**config.mk**
```make
export PLATFORM = sky130hd
export DESIGN_NAME = serial_add_ctrl_flat
export DESIGN_NICKNAME = d
export VERILOG_FILES = /design/src/rtl/serial_add_ctrl_if.sv /design/src/rtl/serial_add_ctrl.sv /design/src/flat_wrapper.sv
export SDC_FILE = /design/constraint.sdc
export NUM_CORES = 1
export LEC_CHECK = 0
export ABC_AREA = 0
export CAP_MARGIN = 20
export CORE_ASPECT_RATIO = 2
export CORE_MARGIN = 2
export CORE_UTILIZATION = 55
export CTS_CLUSTER_DIAMETER = 50
export CTS_CLUSTER_SIZE = 28
export DETAILED_ROUTE_END_ITERATION = 8
export DONT_BUFFER_PORTS = 1
export PLACE_DENSITY = 0.73
export SLEW_MARGIN = 10
export SYNTH_ARGS = -nofsm -noshare
export SYNTH_HDL_FRONTEND = slang
export SYNTH_SLANG_ARGS = --single-unit
export TNS_END_PERCENT = 1
```
**constraint.sdc**
```tcl
create_clock -name clk -period 1.3 [get_ports clk]
set_input_delay 0.39 -clock clk [delete_from_list [all_inputs] [get_ports clk]]
set_output_delay 0.39 -clock clk [all_outputs]
set_load 0.02 [all_outputs]
```
**src/rtl/serial_add_ctrl_if.sv**
```systemverilog
// serial_add_ctrl_if: operand request / result bundle for serial_add_ctrl; sub exists only with SERIAL_ADD_SUBTRACT_EN
interface serial_add_ctrl_if #(parameter int WIDTH = 8);
  logic             start;
  logic [WIDTH-1:0] op_a;
  logic [WIDTH-1:0] op_b;
  logic             busy;
  logic             done;
  logic [WIDTH-1:0] result;
  logic             carry_out;
`ifdef SERIAL_ADD_SUBTRACT_EN
  logic             sub;
  modport master (output start, op_a, op_b, sub, input busy, done, result, carry_out);
  modport slave  (input start, op_a, op_b, sub, output busy, done, result, carry_out);
`else
  modport master (output start, op_a, op_b, input busy, done, result, carry_out);
  modport slave  (input start, op_a, op_b, output busy, done, result, carry_out);
`endif
endinterface

```
**src/rtl/serial_add_ctrl.sv**
```systemverilog
// serial_add_ctrl: LSB-first bit-serial adder over one external full adder; SERIAL_ADD_SUBTRACT_EN enables subtract
module serial_add_ctrl #(
  parameter int WIDTH = 8
) (
  input  logic              clk,
  input  logic              rst_n,
  serial_add_ctrl_if.slave  bus,
  output logic              fa_a,
  output logic              fa_b,
  output logic              fa_cin,
  input  logic              fa_sum,
  input  logic              fa_cout
);
  localparam int CW = $clog2(WIDTH);
  typedef enum logic [1:0] {IDLE, ADD, DONE} state_t;
  state_t           state_q, state_d;
  logic [WIDTH-1:0] a_sh_q, a_sh_d, b_sh_q, b_sh_d, result_q, result_d;
  logic             carry_q, carry_d, carry_out_q, carry_out_d;
  logic [CW-1:0]    cnt_q, cnt_d;
  logic             last, sub;
`ifdef SERIAL_ADD_SUBTRACT_EN
  assign sub = bus.sub;
`else
  assign sub = 1'b0;
`endif
  assign last = cnt_q == CW'(WIDTH - 1);
  always_ff @(posedge clk or negedge rst_n)
    if (!rst_n) begin
      state_q     <= IDLE;
      a_sh_q      <= '0;
      b_sh_q      <= '0;
      result_q    <= '0;
      carry_q     <= 1'b0;
      carry_out_q <= 1'b0;
      cnt_q       <= '0;
    end else begin
      state_q     <= state_d;
      a_sh_q      <= a_sh_d;
      b_sh_q      <= b_sh_d;
      result_q    <= result_d;
      carry_q     <= carry_d;
      carry_out_q <= carry_out_d;
      cnt_q       <= cnt_d;
    end
  always_comb begin
    state_d     = state_q == IDLE ? (bus.start ? ADD : IDLE) :
                  state_q == ADD  ? (last ? DONE : ADD) : IDLE;
    a_sh_d      = a_sh_q;
    b_sh_d      = b_sh_q;
    result_d    = result_q;
    carry_d     = carry_q;
    carry_out_d = carry_out_q;
    cnt_d       = cnt_q;
    if (state_q == IDLE && bus.start) begin
      a_sh_d      = bus.op_a;
      b_sh_d      = sub ? ~bus.op_b : bus.op_b;
      result_d    = '0;
      carry_d     = sub;
      carry_out_d = 1'b0;
      cnt_d       = '0;
    end else if (state_q == ADD) begin
      a_sh_d      = a_sh_q >> 1;
      b_sh_d      = b_sh_q >> 1;
      result_d    = {fa_sum, result_q[WIDTH-1:1]};
      carry_d     = fa_cout;
      carry_out_d = last ? fa_cout : carry_out_q;
      cnt_d       = cnt_q + CW'(1);
    end
  end
  always_comb begin
    bus.busy      = state_q != IDLE;
    bus.done      = state_q == DONE;
    bus.result    = result_q;
    bus.carry_out = carry_out_q;
    fa_a          = state_q == ADD ? a_sh_q[0] : 1'b0;
    fa_b          = state_q == ADD ? b_sh_q[0] : 1'b0;
    fa_cin        = state_q == ADD ? carry_q : 1'b0;
  end
endmodule

```
**src/flat_wrapper.sv**
```systemverilog
// flat-port wrapper written by rule: the top's interface ports become plain ports
module serial_add_ctrl_flat 
#(
  parameter int WIDTH = 8
)
  (clk, rst_n, fa_a, fa_b, fa_cin, fa_sum, fa_cout, bus_start, bus_op_a, bus_op_b, bus_busy, bus_done, bus_result, bus_carry_out);
  serial_add_ctrl_if #(.WIDTH(WIDTH)) bus_i ();
  input  logic clk;
  input  logic rst_n;
  output logic fa_a;
  output logic fa_b;
  output logic fa_cin;
  input  logic fa_sum;
  input  logic fa_cout;
  input wire logic [$bits(bus_i.start)-1:0] bus_start;
  input wire logic [$bits(bus_i.op_a)-1:0] bus_op_a;
  input wire logic [$bits(bus_i.op_b)-1:0] bus_op_b;
  output wire logic [$bits(bus_i.busy)-1:0] bus_busy;
  output wire logic [$bits(bus_i.done)-1:0] bus_done;
  output wire logic [$bits(bus_i.result)-1:0] bus_result;
  output wire logic [$bits(bus_i.carry_out)-1:0] bus_carry_out;
  assign bus_i.start = bus_start;
  assign bus_i.op_a = bus_op_a;
  assign bus_i.op_b = bus_op_b;
  assign bus_busy = bus_i.busy;
  assign bus_done = bus_i.done;
  assign bus_result = bus_i.result;
  assign bus_carry_out = bus_i.carry_out;
  serial_add_ctrl #(.WIDTH(WIDTH)) u_core (.clk(clk), .rst_n(rst_n), .bus(bus_i), .fa_a(fa_a), .fa_b(fa_b), .fa_cin(fa_cin), .fa_sum(fa_sum), .fa_cout(fa_cout));
endmodule
```
==> results by stage <==
Status:
- The run finished, with violations left.
- The final reports fail on setup timing.

Route:
- Summing over every cut layer, the via total after detailed routing is 1047.
- The detail route stage leaves a number of antenna-violating nets equal to 0.
- In the routed layout, each cell is associated on average with a via count of 6.75.
- After detailed routing, the number of remaining DRC violations is 0.
- For this block, the initial DRC count from the detailed router was 16.
- The first TritonRoute pass finished after 4 iterations.
- The final wirelength is 3.40 mm.
- The routed wire length per instance is 21.9 um.

Worst setup path:
- The kind of capture point of the worst setup path is an output pin.
- For the worst setup path, the data arrival time is 1.20 ns.
- The worst-case reg-to-reg path depth is 4.
- Of all nets on the critical path, the largest fanout is 5.
- The critical path is of the reg2out type.
- The required time of the worst setup path is 0.91 ns.
- The critical path launch point type is a flop.

Clock tree:
- The tree is rooted in a clkbuf_8.
- The clock network latency to the later pin of the worst-skew pair is 0.28 ns.
- The number of buffers created by CTS is 5.
- The number of levels the H-tree was split into is 2.
- The clock-pin slew on the worst setup and hold paths is 0.06 ns.
- The clock tree from TritonCTS is done.
- No sink is reached through more buffers than the 2 on the longest clock path.
- Clock tree synthesis found a total of 31 sinks.

Die:
- The core box area is 2540 um2.
- The floorplan step defined a die boundary enclosing 3120 um2.
- Pin placement for this block handled 35 I/O pins.
- The total number of placement rows is 26.
- The die outline width is 40.5 um.
- From bottom edge to top edge, the die measures 77.1 um.
- The initial utilization of the core area, before any placement, comes to 0.578.

STA:
- After layout, the worst setup slack is -0.292 ns.
- The setup skew after layout is 0.00524 ns.
- After routing, the total negative slack on setup checks comes to -4.24 ns.
- The minimum clock period after layout is 1.59 ns.
- Final hold analysis gives a worst-case slack of 0.251 ns.
- Setup repair after global routing could not meet its margin everywhere.
- For the pin with the worst max-slew slack, the measured transition is 0.381 ns.
- The number of failing hold endpoints at the final stage is 0.
- The headroom to the max-slew limit is 0.745.
- Based on the critical path, the design can be clocked at up to 628 MHz.
- The share of the clock period used by the worst path after layout is 1.22.
- The setup violation total in the final timing report is 23.
- The count of pins over their slew limit was 0.

GRT:
- The first global-routing pass estimated 5.41 mm of wire.
- The initial antenna violation count is 0.
- The number of global-route vias before repair is 1147.
- The pin count of the biggest net entering global routing is 32.
- The aggregate global-route resource usage is 0.256.
- After global routing the overflow that remains totals 0.

Yosys:
- In the synthesized netlist the dominant register cell turns out to be dfrtp_1.
- In the synthesized netlist, the cells that appear most often are dfrtp_1, a22o_1, o221a_2, or4b_1, buf_2.
- Of the post-synthesis cell area, the dominant cell type holds 0.529.
- Sorting the synthesized cells by area gives the leading types as dfrtp_1, o221a_2, or4b_1, a22o_1, buf_2.
- The post-synthesis sequential area ratio is 0.529.
- The count of flip-flops with a built-in enable after synthesis is 0.
- The number of warnings reported in the yosys synthesis log is 0.
- The number of instances in the synthesized netlist is 114.
- The cell type with the highest aggregate area in the netlist is dfrtp_1.
- The net count of the mapped netlist is 137.
- The total of flip-flops plus latches after synthesis is 31.
- The summed instance area of the synthesized netlist is 1470 um2.
- The count of different cell masters after synthesis is 27.
- The mean cell area of the mapped netlist is 12.9 um2.
- The cell with the most instances after synthesis is dfrtp_1.
- The share of async-settable or async-resettable flops after synthesis is 1.00.

Power and ir drop:
- For this design the static power due to leakage is 0.803 nW.
- For this design the ratio of total power to cell area is 2500 nW/um2.
- The worst-case IR drop observed on VDD is 1.46 mV.

Place:
- The placed instances occupy a cell area of 1570 um2.
- Routability-driven placement finished with a final weighted congestion of 0.757.
- The count of port buffers added during placement is 0.
- The placed wire-length estimate is 2.15 mm.

Finish:
- The fraction of layout instances using a drive strength above 1 is 0.386.
- The number of nets in the layout is 150.
- The layout filler cell count is 181.
- In the final layout, the multi-input gates occupy 714 um2.
- The register area is 776 um2.
- The repair_antennas step left the layout with diodes totalling 0.
- From synthesis to final layout, the design area changed by 24.6%.
- The post-route cell area is 1830 um2.

Job:
- The tool flagged a number of max-cap violations equal to 0.

Hold path:
- The class of the most critical hold timing path is in2reg.
- The instance count along the most critical hold path is 1.
==> state kept, by name, indices dropped and copies added, names as in the netlist <==
register,flops
u_core.state_q,2
u_core.carry_q,1
u_core.a_sh_q,8
u_core.bus.result,8
u_core.bus.carry_out,1
u_core.b_sh_q,8
u_core.cnt_q,3
==> cell families after synthesis <==
group / share of synthesized area
and+or+nand+nor: 0.186
AOI/OAI and AO/OA: 0.200
DFF: 0.529
buffers and inverters: 0.0614
adders and majority gates: 0.0170
muxes: 0.00682
==> where the power goes <==
group          total, mW  leakage, nW  internal [mW]  switching [mW]
sequential          1.86        0.380           1.39           0.471
clock              0.755       0.0470          0.415           0.341
combinational       1.95        0.376           1.08           0.872
total               4.57        0.803           2.89            1.68
==> path summary, 6_finish.rpt <==
kind / startpoint / to / slack (ns)
max in group asynchronous: rst_n / u_core.a_sh_q[7]$_DFFE_PN0P_ / 0.58
worst max-delay path: u_core.state_q[1]$_DFF_PN0_ / fa_b / -0.29
worst min register to register: u_core.cnt_q[0]$_DFFE_PN0P_ / u_core.cnt_q[0]$_DFFE_PN0P_ / 0.49
min in group asynchronous: rst_n / u_core.b_sh_q[1]$_DFFE_PN0P_ / 0.55
worst max register to register: u_core.state_q[1]$_DFF_PN0_ / u_core.b_sh_q[1]$_DFFE_PN0P_ / -0.29
worst min-delay path: fa_cout / u_core.carry_q$_DFFE_PN0P_ / 0.25
==> layer usage <==
layer,part of all wire,global-route usage,vias to the layer above
met4,0.036,0.137,0
met5,0,0,-
li1,-,-,464
met3,0.039,0.0665,8
met1,0.37,0.253,544
met2,0.56,0.437,31
==> area by class of cell <==
class | count | area share
sequential | 31 | 0.424
multi-input combinational | 67 | 0.391
timing repair buffer | 18 | 0.110
clock buffer | 6 | 0.0452
tap | 28 | 0.0192
inverter | 4 | 0.00821
clock inverter | 1 | 0.00274
==> placed cells by master (no fill, tap or decap), types with 3 or more instances in the layout <==
master	instances
buf_4	13
a211oi_1	3
a22o_1	11
inv_1	4
clkbuf_8	6
dfrtp_1	31
o221a_2	10
nor3b_1	5
buf_12	3
or4b_1	10
==> per-stage QoR <==
stage / setup slack, ns / instances / utilization / power [mW]
2_1_floorplan: -0.0593 / 114 / - / 3.16
3_5_place_dp: -0.147 / 142 / 0.620 / 3.56
3_3_place_gp: -0.0374 / 142 / 0.620 / 3.47
6_report: -0.292 / 155 / 0.720 / 4.57
5_1_grt: -0.316 / 155 / 0.720 / 4.82
4_1_cts: -0.315 / 154 / 0.700 / 4.46
==> critical path: stages (launching register included) <==
cell and delay [ns]:
dfrtp_1 0.42, buf_12 0.15, nor2b_4 0.16, and2_4 0.20
==> repair_timing <==
item	4_1_cts	5_1_grt
gates cloned	1	0
buffers inserted	2	1
setup endpoints to repair	30	34
resized for setup	6	6
endpoints found under the hold margin	31	0
pin swaps	10	10
hold buffers	2	0
(Power assumes the default switching activity.)
